==> config.mk <==
export PLATFORM = sky130hd
export DESIGN_NAME = conv_tile_sched
export DESIGN_NICKNAME = d
export VERILOG_FILES = /design/src/rtl/conv_tile_sched.sv
export SDC_FILE = /design/constraint.sdc
export NUM_CORES = 1
export LEC_CHECK = 0
export CAP_MARGIN = 10
export CORE_UTILIZATION = 51
export DETAILED_ROUTE_END_ITERATION = 10
export PLACE_DENSITY = 0.78
export SLEW_MARGIN = 20
export SYNTH_ARGS = -nofsm -noshare
export SYNTH_HDL_FRONTEND = slang
export SYNTH_SLANG_ARGS = --single-unit
==> constraint.sdc <==
create_clock -name sys_clk -period 1.9 [get_ports sys_clk]
set_clock_uncertainty 0.05 [all_clocks]
set_input_delay 0.38 -clock sys_clk [delete_from_list [all_inputs] [get_ports sys_clk]]
set_output_delay 0.38 -clock sys_clk [all_outputs]
set_load 0.05 [all_outputs]
==> src/rtl/conv_tile_sched.sv <==
// Purpose : sequences one 3x3 RGB convolution pass over a tile buffer: pixel load, then window sweep.
// Latency : tile write address appears 1 cycle after a pixel accept; window origin advances 1 cycle after a handshake.
// Backpressure: pix_valid bubbles stall the load; win_ready=0 holds the window origin; abort returns to IDLE.
//
// Ports:
//   sys_clk, sys_rst_n          clock, asynchronous active-low reset
//   start, abort                frame control (start sampled in IDLE only; abort wins over everything)
//   pix_valid / pix_ready       raster pixel stream handshake
//   wr_en, wr_row, wr_col       registered tile-buffer write strobe and address
//   win_valid / win_ready       window origin handshake to the convolution engine
//   win_row, win_col, win_last  window top-left origin, final-window marker
//   busy, done, frame_cnt       status to top-level control
module conv_tile_sched #(
  parameter int IMG_W = 6,
  parameter int IMG_H = 6,
  parameter int K     = 3,
  parameter int AW    = 3
) (
  input  logic          sys_clk,
  input  logic          sys_rst_n,
  input  logic          start,
  input  logic          abort,
  input  logic          pix_valid,
  output logic          pix_ready,
  output logic          wr_en,
  output logic [AW-1:0] wr_row,
  output logic [AW-1:0] wr_col,
  output logic          win_valid,
  input  logic          win_ready,
  output logic [AW-1:0] win_row,
  output logic [AW-1:0] win_col,
  output logic          win_last,
  output logic          busy,
  output logic          done,
  output logic [7:0]    frame_cnt
);

  localparam int NPIX = IMG_W * IMG_H;
  localparam int PW   = $clog2(NPIX + 1);

  localparam logic [PW-1:0] PIX_LAST = PW'(NPIX - 1);
  localparam logic [AW-1:0] COL_MAX  = AW'(IMG_W - 1);
  localparam logic [AW-1:0] WROW_MAX = AW'(IMG_H - K);
  localparam logic [AW-1:0] WCOL_MAX = AW'(IMG_W - K);

  typedef enum logic [2:0] {
    S_IDLE   = 3'd0,
    S_LOAD   = 3'd1,
    S_SETTLE = 3'd2,
    S_CONV   = 3'd3,
    S_DONE   = 3'd4
  } state_t;

  state_t state, state_nxt;

  logic [PW-1:0] pix_cnt;
  logic [AW-1:0] pix_row;
  logic [AW-1:0] pix_col;

  logic start_go;
  logic pix_acc;
  logic win_hs;
  logic last_pix;
  logic win_at_last;

  // Qualified events; abort suppresses every side effect in its cycle.
  assign start_go    = (state == S_IDLE) && start && !abort;
  assign pix_acc     = (state == S_LOAD) && pix_valid && !abort;
  assign win_hs      = (state == S_CONV) && win_ready && !abort;
  assign last_pix    = (pix_cnt == PIX_LAST);
  assign win_at_last = (win_row == WROW_MAX) && (win_col == WCOL_MAX);

  always_ff @(posedge sys_clk or negedge sys_rst_n) begin
    if (!sys_rst_n) begin
      state <= S_IDLE;
    end else begin
      state <= state_nxt;
    end
  end

  // Next state plus Moore outputs. Outputs are decoded from the state
  // register only, so pix_valid/win_ready never reach an output combinationally.
  always_comb begin
    state_nxt = state;
    pix_ready = 1'b0;
    win_valid = 1'b0;
    busy      = 1'b1;
    done      = 1'b0;
    win_last  = 1'b0;
    unique case (state)
      S_IDLE: begin
        busy = 1'b0;
        if (start) state_nxt = S_LOAD;
      end
      S_LOAD: begin
        pix_ready = 1'b1;
        if (pix_valid && last_pix) state_nxt = S_SETTLE;
      end
      S_SETTLE: begin
        state_nxt = S_CONV;
      end
      S_CONV: begin
        win_valid = 1'b1;
        win_last  = win_at_last;
        if (win_ready && win_at_last) state_nxt = S_DONE;
      end
      S_DONE: begin
        done      = 1'b1;
        state_nxt = S_IDLE;
      end
      default: begin
        state_nxt = S_IDLE;
      end
    endcase
    if (abort) state_nxt = S_IDLE;
  end

  // Pixel raster counter and window origin counter, both column fastest.
  always_ff @(posedge sys_clk or negedge sys_rst_n) begin
    if (!sys_rst_n) begin
      pix_cnt <= '0;
      pix_row <= '0;
      pix_col <= '0;
      win_row <= '0;
      win_col <= '0;
    end else if (start_go) begin
      pix_cnt <= '0;
      pix_row <= '0;
      pix_col <= '0;
      win_row <= '0;
      win_col <= '0;
    end else begin
      if (pix_acc) begin
        pix_cnt <= pix_cnt + PW'(1);
        if (pix_col == COL_MAX) begin
          pix_col <= '0;
          pix_row <= pix_row + AW'(1);
        end else begin
          pix_col <= pix_col + AW'(1);
        end
      end
      if (win_hs) begin
        if (win_col == WCOL_MAX) begin
          win_col <= '0;
          win_row <= (win_row == WROW_MAX) ? '0 : win_row + AW'(1);
        end else begin
          win_col <= win_col + AW'(1);
        end
      end
    end
  end

  // Write strobe is one cycle behind the accept and carries that pixel's address.
  always_ff @(posedge sys_clk or negedge sys_rst_n) begin
    if (!sys_rst_n) begin
      wr_en  <= 1'b0;
      wr_row <= '0;
      wr_col <= '0;
    end else begin
      wr_en <= pix_acc;
      if (pix_acc) begin
        wr_row <= pix_row;
        wr_col <= pix_col;
      end
    end
  end

  // Frame counted as DONE is left; an abort in DONE leaves the count untouched.
  always_ff @(posedge sys_clk or negedge sys_rst_n) begin
    if (!sys_rst_n) begin
      frame_cnt <= 8'd0;
    end else if ((state == S_DONE) && !abort) begin
      frame_cnt <= frame_cnt + 8'd1;
    end
  end

endmodule

Word level (Yosys, flattened, before mapping)
Index checks and enable logic that the tools add are counted.
{"block": "op_classes", "eq_ne": 11, "n_addsub": 6, "reduce_logical": 19, "muxes": 25}
{"op": "$mux W3", "n": 17}
{"op": "$add A3 B1 Y3 const B", "n": 4}
{"op": "$eq A3 B2 Y1 const B", "n": 4}
{"op": "$mux W6", "n": 2}
{"op": "$pmux W3 S4", "n": 1}
{"op": "$logic_and A1 B1 Y1", "n": 10}
{"op": "$add A8 B1 Y8 const B", "n": 1}
{"op": "$reduce_bool A2 Y1", "n": 4}
{"op": "$add A6 B1 Y6 const B", "n": 1}
{"op": "$eq A3 B3 Y1 const B", "n": 2}
{"op": "$eq A6 B6 Y1 const B", "n": 1}
{"op": "$ne A3 B2 Y1 const B", "n": 2}
{"op": "$mux W1", "n": 5}
{"op": "$reduce_and A2 Y1", "n": 2}
{"op": "$eq A3 B1 Y1 const B", "n": 1}
{"op": "$logic_not A3 Y1", "n": 1}
{"op": "$ne A3 B3 Y1 const B", "n": 1}
{"op": "$reduce_and A3 Y1", "n": 1}
{"op": "$logic_not A1 Y1", "n": 1}
{"block": "word_totals", "ff_bits": 36, "wordCells": 71, "input_bits": 6, "out_inout_bits": 26}

Depth between registers and ports, before layout
Gate-level depths: netlist of run 1.
{"block": "logic_depth", "ltp_word": 6, "mapped_depth": 6, "ltp_nobuf": 5}

Least setup slack after synthesis of run 1
No wires, ideal clock.
{"block": "synth_path", "path_kind": "register to output", "start": "register win_col[0]", "end": "output win_last", "path_slack_ps": -449, "stages_incl_launch_ff": 5, "required_ps": 1470, "arrival_ps": 1919, "path_buffers": 0, "path_cell_list": "dfrtp_1 -> ha_1 -> nor2b_1 -> nand2_1 -> nor2_1"}
{"block": "synth_via", "elab_chain_len": 3}
{"element": "start: declaration", "line_no": "31", "source": "output logic [AW-1:0] win_col,"}
{"element": "start signal: assignment", "line_no": "147", "source": "win_col <= win_col + AW'(1);"}
{"element": "$eq A3 B2 Y1", "line_no": "71", "source": "assign win_at_last = (win_row == WROW_MAX) && (win_col == WCOL_MAX);"}
{"element": "$logic_and A1 B1 Y1", "line_no": "71"}
{"element": "$mux W1", "line_no": "90", "source": "unique case (state)"}
{"element": "end: declaration", "line_no": "32", "source": "output logic win_last,"}
Every way passes these cells.

Worst setup path in the final report of run 1
{"block": "layout_path", "start": "register win_row[1]", "end": "output win_last"}
{"block": "layout_via", "elab_chain_len": 3}
{"element": "start: declaration", "line_no": "30", "source": "output logic [AW-1:0] win_row,"}
{"element": "start signal: assignment", "line_no": "145", "source": "win_row <= (win_row == WROW_MAX) ? '0 : win_row + AW'(1);"}
{"element": "$eq A3 B2 Y1", "line_no": "71"}
{"element": "$logic_and A1 B1 Y1", "line_no": "71"}
{"element": "$mux W1", "line_no": "90"}
Every way passes these cells.

==> results of run 1 <==
report_power, final:
part / internal (W) / leakage [nW] / switching, W / total (W)
sequential: 0.000794 / 0.490 / 0.0000239 / 0.000818
clock: 0.000181 / 0.0315 / 0.000260 / 0.000441
combinational: 0.0000795 / 0.671 / 0.000121 / 0.000200
what timing repair did:
| action | in CTS | in global routing |
|---|---|---|
| hold buffers | 0 | 0 |
| buffers inserted | 11 | 0 |
| gates resized for setup | 9 | 6 |
| setup endpoints to repair | 2 | 4 |
| pin swaps | 2 | 0 |
flip-flops by register name, summed over array words and instances, names as in the netlist:
signal,count
win_col,3
pix_cnt,6
wr_en,1
pix_col,3
pix_row,3
win_row,3
wr_col,3
frame_cnt,8
wr_row,3
state,3
metrics by stage:
step	TNS, ps	instances	instance area, um2
finish	0	271	2370
CTS	0	271	2350
global route	-74.3	271	2370
global placement	-676	252	2170
floorplan	0	165	1720
detailed placement	-953	252	2170
routing by layer:
layer	wire length, um	up-vias	track usage
li1	-	693	-
met1	1720	683	0.307
met2	2010	56	0.413
met3	258	7	0.0671
met4	71	0	0.113
met5	0	-	0
path summary, 6_finish.rpt:
check	start	endpoint	slack (ps)
min	sys_rst_n	win_row[1]$_DFFE_PN0P_	390
min in group sys_clk	frame_cnt[7]$_DFFE_PN0P_	frame_cnt[7]$_DFFE_PN0P_	430
min reg2reg	frame_cnt[7]$_DFFE_PN0P_	frame_cnt[7]$_DFFE_PN0P_	430
max reg2reg	state[0]$_DFFE_PN0P_	pix_cnt[3]$_DFFE_PN0P_	80
max	win_row[1]$_DFFE_PN0P_	win_last	7
max in group asynchronous	sys_rst_n	state[0]$_DFFE_PN0P_	1060
synthesized netlist by cell type, types with 2 or more instances:
cell | instances | share of area
xnor2_1 | 7 | 0.036
and2_1 | 3 | 0.011
o21a_1 | 2 | 0.0088
nand4_1 | 4 | 0.015
mux2i_1 | 3 | 0.018
nor4b_4 | 2 | 0.028
or3_1 | 2 | 0.0073
and3_1 | 3 | 0.011
ha_1 | 5 | 0.037
o21ai_0 | 4 | 0.012
xor2_1 | 3 | 0.015
nand4b_1 | 2 | 0.010
or3b_1 | 2 | 0.010
nor2_1 | 13 | 0.029
dfrtp_1 | 36 | 0.53
nand3_1 | 12 | 0.035
nand2_1 | 34 | 0.075
a21oi_1 | 6 | 0.018
logic make-up after synthesis:
logic type | count (synthesis) | share of synthesized area
XOR/XNOR | 10 | 0.0514
multiplexers | 4 | 0.0242
AO/OA/AOI/OAI | 15 | 0.0514
flip-flops | 36 | 0.529
adder cells (fa/ha/maj) | 5 | 0.0367
buffers and inverters | 6 | 0.0206
AND/OR/NAND/NOR | 89 | 0.287
final cells by class:
type                            count  area share
Tap cell                           44      0.0232
Clock inverter                      1     0.00317
Sequential cell                    36       0.383
Timing Repair Buffer               58       0.217
Multi-Input combinational cell    123       0.348
Clock buffer                        7      0.0232
Inverter                            2     0.00317
==> impl_metrics.env, run 1 <==
export IMPL_outcome="complete, no violations"
export IMPL_synth_seq_area_share=0.529
export IMPL_n_antenna_cell=0
export IMPL_syn_inst=165
export IMPL_critPathArrivalTime_ps=1460
export IMPL_fillCellCount=233
export IMPL_crit_buf_inv=1
export IMPL_hpwl_um=2520
export IMPL_setup_viol=0
export IMPL_power_w=0.00146
export IMPL_p_leak_nw=1.19
export IMPL_synth_seq_cells=36
export IMPL_start_util=0.549
export IMPL_syn_avg_cell_area_um2=10.3
export IMPL_grt_pass1_vias=1427
export IMPL_synth_cell_types=40
export IMPL_wl_um=4060
export IMPL_clk_pin_slew_ps=110
export IMPL_drive_gt1_frac=0.370
export IMPL_clkSinkCount=36
export IMPL_post_synth_instance_area_um2=1700
export IMPL_worst_path_stages=6
export IMPL_rsz0062_at_grt="true"
export IMPL_dp_slack_ps=-138
export IMPL_cp_slowest_cell="dfrtp_1"
export IMPL_clk_latency_ps=340
export IMPL_drt_iter0_drc=84
export IMPL_antenna_found_initial=0
export IMPL_fp_dieW_um=59.8
export IMPL_maxSlewHeadroom=0.700
export IMPL_critPathRequiredTime_ps=1470
export IMPL_grt_use_total=0.251
export IMPL_period_minus_slack_ps=1890
export IMPL_grt_pass1_wl_um=6350
export IMPL_crit_path_end_kind="output pin"
export IMPL_report_final_slew_viol_count=0
export IMPL_fmax_mhz=528
export IMPL_die_area_um2=3570
export IMPL_final_common_cell="buf_4"
export IMPL_htreeDepth=2
export IMPL_worstSetupStartpointType="flop"
export IMPL_num_io_pins=32
export IMPL_hp_class="in2async"
export IMPL_synthFlopType="dfrtp_1"
export IMPL_io_buffers=31
export IMPL_cp_top_family="flip-flops"
export IMPL_synth_edf_count=0
export IMPL_core_region_area_um2=3100
export IMPL_cpMostUsedCell="nor2_4"
export IMPL_finalCoreUtilization=0.764
export IMPL_regArea_um2=907
export IMPL_clock_path_buffers=2
export IMPL_cts_tree="done"
export IMPL_vias=1439
export IMPL_worstRegToRegCells=5
export IMPL_std_cell_rows=20
export IMPL_crit_fanout=4
export IMPL_ys_async_sr_fraction=1.00
export IMPL_setup_ws_ps=7.44
export IMPL_ant_nets=0
export IMPL_firstDrtPassIters=4
export IMPL_vias_per_cell=5.31
export IMPL_critical_path_max_stage_delay_ps=410
export IMPL_post_drt_wl_per_cell_um=15.0
export IMPL_multi_input_area_um2=825
export IMPL_hold_viol=0
export IMPL_finalCritPeriodShare=0.996
export IMPL_final_cell_mix="buf_4, nand2_1, dfrtp_1"
export IMPL_p_per_area_nw_per_um2=615
export IMPL_holdWs_ps=385
export IMPL_cts_root_buffer="clkbuf_4"
export IMPL_gp_congestion=0.772
export IMPL_die_h_um=59.8
export IMPL_syn_to_final_growth_pct=39.2
export IMPL_path_class="reg2out"
export IMPL_grt_max_degree=37
export IMPL_vdd_drop_max_uv=523
export IMPL_synth_fp_nets=176
export IMPL_drc_errors=0
export IMPL_grt_ovfl_total=0
export IMPL_final_nets=237
export IMPL_max_cap_viol_count=0
export IMPL_synth_warnings=0
export IMPL_worst_pin_slew_ps=450
export IMPL_numCtsBuffers=5
export IMPL_cp_cell_sequence="ha_4, nand2b_4, nor2_4, nand2_2, nor2_4, buf_12"
(Power assumes the default switching activity.)
==> inputs of run 2 (changes only) <==
--- a/config.mk
+++ b/config.mk
@@ -8,7 +8,9 @@
 export CAP_MARGIN = 10
 export CORE_UTILIZATION = 51
 export DETAILED_ROUTE_END_ITERATION = 10
+export GPL_TIMING_DRIVEN = 1
 export PLACE_DENSITY = 0.78
+export SKIP_LAST_GASP = 1
 export SLEW_MARGIN = 20
 export SYNTH_ARGS = -nofsm -noshare
 export SYNTH_HDL_FRONTEND = slang
==> impl_metrics.env, run 2 (same netlist as run 1, synthesis figures left out) <==
export IMPL_outcome="complete, no violations"
export IMPL_hold_viol=0
export IMPL_n_antenna_cell=0
export IMPL_met3_usage=0.0714
export IMPL_io_buffers=31
export IMPL_vdd_drop_max_uv=523
export IMPL_critPathRequiredTime_ps=1470
export IMPL_largest_reg_flops=8
export IMPL_final_nets=238
export IMPL_multi_input_area_um2=828
export IMPL_antenna_found_initial=0
export IMPL_met2_usage=0.422
export IMPL_holdWs_ps=390
export IMPL_report_final_slew_viol_count=0
export IMPL_finalCoreUtilization=0.769
export IMPL_top_regs="frame_cnt x8, pix_cnt x6"
export IMPL_ant_nets=0
export IMPL_grt_ovfl_total=0
export IMPL_clk_pin_slew_ps=110
export IMPL_start_util=0.549
export IMPL_cts_root_buffer="clkbuf_4"
export IMPL_clk_latency_ps=340
export IMPL_firstDrtPassIters=4
export IMPL_crit_path_end_kind="output pin"
export IMPL_setup_viol=0
export IMPL_vias_per_cell=5.34
export IMPL_fp_dieW_um=59.8
export IMPL_drc_errors=0
export IMPL_htreeDepth=2
export IMPL_post_drt_wl_per_cell_um=15.0
export IMPL_worst_pin_slew_ps=445
export IMPL_maxSlewHeadroom=0.703
export IMPL_largest_register="frame_cnt"
export IMPL_critPathArrivalTime_ps=1460
export IMPL_fillCellCount=224
export IMPL_dp_slack_ps=-138
export IMPL_setup_ws_ps=8.79
export IMPL_syn_to_final_growth_pct=40.1
export IMPL_clkSinkCount=36
export IMPL_power_w=0.00146
export IMPL_p_leak_nw=1.20
export IMPL_worstSetupStartpointType="flop"
export IMPL_numCtsBuffers=5
export IMPL_grt_max_degree=37
export IMPL_std_cell_rows=20
export IMPL_vias=1452
export IMPL_die_h_um=59.8
export IMPL_cts_tree="done"
export IMPL_fmax_mhz=529
export IMPL_drive_gt1_frac=0.373
export IMPL_path_class="reg2out"
export IMPL_die_area_um2=3570
export IMPL_grt_pass1_vias=1429
export IMPL_max_cap_viol_count=0
export IMPL_hp_class="in2async"
export IMPL_crit_fanout=4
export IMPL_tns_ps=0
export IMPL_hpwl_um=2520
export IMPL_gp_congestion=0.772
export IMPL_grt_pass1_wl_um=6340
export IMPL_wl_um=4090
export IMPL_final_common_cell="buf_4"
export IMPL_grt_use_total=0.250
export IMPL_core_region_area_um2=3100
export IMPL_finalCritPeriodShare=0.995
export IMPL_regArea_um2=907
export IMPL_period_minus_slack_ps=1890
export IMPL_rsz0062_at_grt="true"
export IMPL_grt_busiest_layer="met2"
export IMPL_final_cell_mix="buf_4, nand2_1, dfrtp_1"
export IMPL_drt_iter0_drc=84
export IMPL_num_io_pins=32
export IMPL_p_per_area_nw_per_um2=613
export IMPL_grtUsageMet1=0.288
export IMPL_clock_path_buffers=2
-- run 2: cell count changes in the layout (fill, tap and decap cells not counted), sizes merged --
cell / before / now
buf: 53 / 54
-- run 2: path summary, 6_finish.rpt --
| path | startpoint | endpoint | slack [ps] | cells past startpoint |
|---|---|---|---|---|
| max reg2reg | state[0]$_DFFE_PN0P_ | pix_cnt[3]$_DFFE_PN0P_ | 60 | 5 |
| max in group asynchronous | sys_rst_n | win_col[0]$_DFFE_PN0P_ | 1070 | 2 |
| min | sys_rst_n | win_row[1]$_DFFE_PN0P_ | 390 | 2 |
| max | state[1]$_DFFE_PN0P_ | pix_ready | 9 | 3 |
| min in group sys_clk | frame_cnt[7]$_DFFE_PN0P_ | frame_cnt[7]$_DFFE_PN0P_ | 430 | 1 |
| min reg2reg | frame_cnt[7]$_DFFE_PN0P_ | frame_cnt[7]$_DFFE_PN0P_ | 430 | 1 |
-- run 2: critical path, cell delays in order, from the launching register on --
cell	delay [ps]
dfrtp_2	460
buf_4	160
nor3b_2	320
buf_12	180
-- run 2: cell type report --
type / instances / area share
Inverter: 2 / 0.00315
Tap cell: 44 / 0.0231
Clock inverter: 1 / 0.00315
Timing Repair Buffer: 59 / 0.220
Multi-Input combinational cell: 123 / 0.347
Sequential cell: 36 / 0.380
Clock buffer: 7 / 0.0231
-- run 2: what timing repair did --
action,4_1_cts,5_1_grt
endpoints found under the setup margin,2,4
pin swaps,1,1
gates resized for setup,8,9
hold buffers,0,0
setup buffers,11,1
-- run 2: report_power, final --
| group | total [W] | switching [W] | internal, W | leakage, nW |
|---|---|---|---|---|
| combinational | 0.000204 | 0.000123 | 0.0000817 | 0.677 |
| sequential | 0.000818 | 0.0000241 | 0.000794 | 0.490 |
| clock | 0.000440 | 0.000259 | 0.000181 | 0.0315 |
| total | 0.00146 | 0.000406 | 0.00106 | 1.20 |
-- run 2: per-layer routing --
layer  vias up  share of wire
met4         0          0.023
met2        45           0.50
met3        10          0.053
met1       705           0.42
met5         -              0
li1        692              -
-- run 2: metrics by stage --
stage | std cells | area [um2]
after floorplan | 165 | 1720
after global placement | 252 | 2170
after detailed placement | 252 | 2170
after CTS | 271 | 2340
after global routing | 272 | 2390
final | 272 | 2390
==> patch 1: new RTL, flow settings as in run 1 <==
One comparison of `pix_cnt` changes from == to >=.
--- a/src/rtl/conv_tile_sched.sv
+++ b/src/rtl/conv_tile_sched.sv
@@ -68,5 +68,5 @@
   assign pix_acc     = (state == S_LOAD) && pix_valid && !abort;
   assign win_hs      = (state == S_CONV) && win_ready && !abort;
-  assign last_pix    = (pix_cnt == PIX_LAST);
+  assign last_pix    = (pix_cnt >= PIX_LAST);
   assign win_at_last = (win_row == WROW_MAX) && (win_col == WCOL_MAX);
 
Behaviour: no difference found for any inputs over 10 cycles, from zero or initial values and one cycle with sys_rst_n low; that may be too few to reach the edited logic, so the function may still have changed.
==> patch 1 against run 1 <==
  * Final area up 3.5%
  * Fmax grew 0.11%
  * Count of clock-buffer cells in the layout is 1 lower
  * Area after synthesis increased by 4.3%
  * Hold slack better by 17 ps
  * Wire length rose by 10%
  * Clock power down 15%
  * Power fell by 0.12%
  * Worst setup slack improved by 2.1 ps
  * Via count grew 8.8%
  * Sequential cell count is the same
  * Largest power group unchanged
==> patch 1: results (changes against run 1) <==
| Metric | Value |
|---|---|
| Status | `completed (unchanged)` |
| WL met1 | `1.83 mm (was 1.72 mm)` |
| Synth area leaders | `dfrtp_1, o21ai_0, ha_1, mux2_2, a21oi_1 (was dfrtp_1, nand2_1, ha_1, xnor2_1, nand3_1)` |
| WL final | `4.47 mm (was 4.06 mm)` |
| Met3 Wirelength | `230 um (was 258 um)` |
| GR Util met2 | `43.0% (was 41.3%)` |
| Initial antenna violation count | `0 (unchanged)` |
| Routed wl met2 | `2.28 mm (was 2.01 mm)` |
| Share of layout cells above drive strength 1 | `33.8% (was 37.0%)` |
| Top sig layer | `met4 (unchanged)` |
| Met1 usage | `32.3% (was 30.7%)` |
| Setup Slack @ Placement | `-369 ps (was -138 ps)` |
| Root buffer cell | `clkbuf_4 (unchanged)` |
| DP Cell Count | `255 (was 252)` |
| Commonest cells post-synth | `dfrtp_1, o21ai_0, a21oi_1 (was dfrtp_1, nand2_1, nor2_1)` |
| RD Place Congestion | `0.773 (was 0.772)` |
| Syn avg cell area | `10.6 um^2 (was 10.3 um^2)` |
| Seq/Total Area, Yosys | `50.7% (was 52.9%)` |
| WL/cell | `16.5 um (was 15.0 um)` |
| Fillers | `227 (was 233)` |
| Setup crit end | `busy (was win_last)` |
| Setup ws final | `9.51 ps (was 7.44 ps)` |
| Vias per Instance | `5.78 (was 5.31)` |
| Reg2reg end | `pix_col[2]$_DFFE_PN0P_ (was pix_cnt[3]$_DFFE_PN0P_)` |
| GR Util All Layers | `26.0% (was 25.1%)` |
| Worst slew margin | `66.8% (was 70.0%)` |
| Leak | `1.18 nW (was 1.19 nW)` |
| Iteration-0 DRC count of the detailed router | `99 (was 84)` |
| Crit Path Max Fanout | `11 (was 4)` |
| Syn Nets | `180 (was 176)` |
| Vias in the first global route | `1522 (was 1427)` |
| Worst setup startpoint | `state[0]$_DFFE_PN0P_ (was win_row[1]$_DFFE_PN0P_)` |
| Reg2Reg Setup Slack | `40 ps (was 80 ps)` |
| Area Overhead vs Synth | `38.1% (was 39.2%)` |
| Post-DP Area | `2260 um^2 (was 2170 um^2)` |
| Met3 usage | `6.09% (was 6.71%)` |
| Reg2Reg Depth | `4 (was 5)` |
| Maximum vdd ir drop | `0.272 mV (was 0.523 mV)` |
| First-pass GRT wire length | `6.98 mm (was 6.35 mm)` |
| Clk slew on worst S/H paths | `110 ps (about the same)` |
| R2r startpoint | `state[1]$_DFFE_PN0P_ (was state[0]$_DFFE_PN0P_)` |
-- patch 1: cell types whose count changed after synthesis, sizes merged, moves of 3 or more --
cell,change
a21oi,+7
and2,-4
clkbuf,+5
inv,+4
mux2,+5
nand2,-26
nand3,-10
nand4,+4
nor2,-10
nor4,+3
o21ai,+14
or3,+4
-- patch 1: worst max-delay path: stages, from the launching register on --
cell,delay [ps]
dfrtp_1,400
buf_6,150
or3_4,420
buf_8,170
-- patch 1: stage by stage --
stage	hold WS (ps)	setup TNS, ps	total power, mW
floorplan	34.4	-210	0.964
global placement	413	-3140	1.07
detailed placement	421	-3870	1.08
CTS	410	0	1.46
global route	438	-118	1.53
finish	402	0	1.46
-- patch 1: timing repair --
| action | 4_1_cts | 5_1_grt |
|---|---|---|
| endpoints found under the setup margin | 3 | 6 |
| pin swaps | 3 | 4 |
| resized for setup | 12 | 5 |
| buffers inserted | 5 | 4 |
-- patch 1: final cells by class --
class / instances / share of cell area [%]
Inverter: 6 / 0.918
Multi-Input combinational cell: 117 / 36.0
Tap cell: 46 / 2.35
Sequential cell: 36 / 36.7
Timing Repair Buffer: 59 / 22.2
Clock inverter: 1 / 0.204
Clock buffer: 6 / 1.68
-- patch 1: report_power, final --
part,switching (mW),internal [mW]
combinational,0.151,0.109
sequential,0.0284,0.793
clock,0.239,0.136
total,0.418,1.04
-- patch 1: cells by family (layout without fill, tap and decap cells) --
group | count (synthesis) | in the layout | share of synthesized area, %
AND/OR/NAND/NOR | 56 | 56 | 20.4
AO/OA/AOI/OAI | 39 | 39 | 12.3
flip-flops | 36 | 36 | 50.7
buffers and inverters | 15 | 72 | 3.38
multiplexers | 9 | 9 | 5.49
XOR/XNOR | 7 | 7 | 3.45
adder cells (fa/ha/maj) | 6 | 6 | 4.23
==> patch 2: new RTL, flow settings as in run 1 <==
Without the edit above. `IMG_H`: 6 -> 12.
--- a/src/rtl/conv_tile_sched.sv
+++ b/src/rtl/conv_tile_sched.sv
@@ -13,5 +13,5 @@
 module conv_tile_sched #(
   parameter int IMG_W = 6,
-  parameter int IMG_H = 6,
+  parameter int IMG_H = 12,
   parameter int K     = 3,
   parameter int AW    = 3
Function: no difference found for any inputs over 10 cycles, from zero or initial values and one cycle with sys_rst_n low; that may be too few to reach the edited logic, so the function may still have changed.
==> patch 2 against run 1 <==
  * The run now ends with negative setup slack left
  * Non-clock buffer count increased by 1
  * Final area increased by 3.1%
  * Sequential cell count grew 1
  * Area after synthesis rose by 3.9%
  * Power rose by 11%
  * Cell count shrank 1.1%
  * Wire length decreased by 3.6%
  * Worst setup slack worse by 25 ps
  * Highest routed layer unchanged
==> patch 2: results (changes against run 1) <==
| Metric | Value |
|---|---|
| Net count, final | `232 (was 237)` |
| Synth Area in Compound Gates | `5.09% (was 5.14%)` |
| Largest registers | `frame_cnt (8), pix_cnt (7) (was frame_cnt (8), pix_cnt (6))` |
| Setup ws final | `-18.0 ps (was 7.44 ps)` |
| Post-DP Area | `2250 um^2 (was 2170 um^2)` |
| Met3 usage | `4.90% (was 6.71%)` |
| DP HPWL | `2.67 mm (was 2.52 mm)` |
| Power Combinational | `258 uW (was 200 uW)` |
| Largest net degree at the start of global routing | `38 (was 37)` |
| #FFs+latches synth | `37 (was 36)` |
| First-pass GRT wire length | `6.37 mm (was 6.35 mm)` |
| Status | `finished, violations left (was completed)` |
| Maximum vdd ir drop | `0.377 mV (was 0.523 mV)` |
| Multi-input combinational cell area | `827 um^2 (was 825 um^2)` |
| Final Util | `73.2% (was 76.4%)` |
| WL final | `3.91 mm (was 4.06 mm)` |
| Syn avg cell area | `10.7 um^2 (was 10.3 um^2)` |
| Post-synthesis xor/xnor area fraction | `7.43% (was 5.14%)` |
| Worst Tran Pin Value | `465 ps (was 450 ps)` |
| Setup violators final | `1 (was 0)` |
| Share of layout cells above drive strength 1 | `37.4% (was 37.0%)` |
| Met3 Wirelength | `135 um (was 258 um)` |
| RD Place Congestion | `0.846 (was 0.772)` |
| WL met1 | `1.60 mm (was 1.72 mm)` |
| Failing checks | `negative setup slack` |
| #MultiIn Comb | `114 (was 123)` |
## patch 2: cell count changes after synthesis, sizes merged, moves of 3 or more
cell	change
buf	+3
inv	+3
mux2	+5
nand2	-26
nand3	-3
nand4	+4
nor4	+3
xor2	+4
## patch 2: final timing paths
kind | start | to | slack (ps)
worst max register to register | state[2]$_DFFE_PN0P_ | pix_cnt[4]$_DFFE_PN0P_ | 40
worst min register to register | frame_cnt[7]$_DFFE_PN0P_ | frame_cnt[7]$_DFFE_PN0P_ | 440
min in group asynchronous | sys_rst_n | frame_cnt[3]$_DFFE_PN0P_ | 410
max in group asynchronous | sys_rst_n | win_col[1]$_DFFE_PN0P_ | 1040
worst min-delay path | abort | state[1]$_DFFE_PN0P_ | 390
worst max-delay path | state[2]$_DFFE_PN0P_ | busy | -20
## patch 2: what timing repair did
action,4_1_cts,5_1_grt
setup endpoints to repair,2,6
pin swaps,1,2
gates resized for setup,8,9
setup buffers,5,2
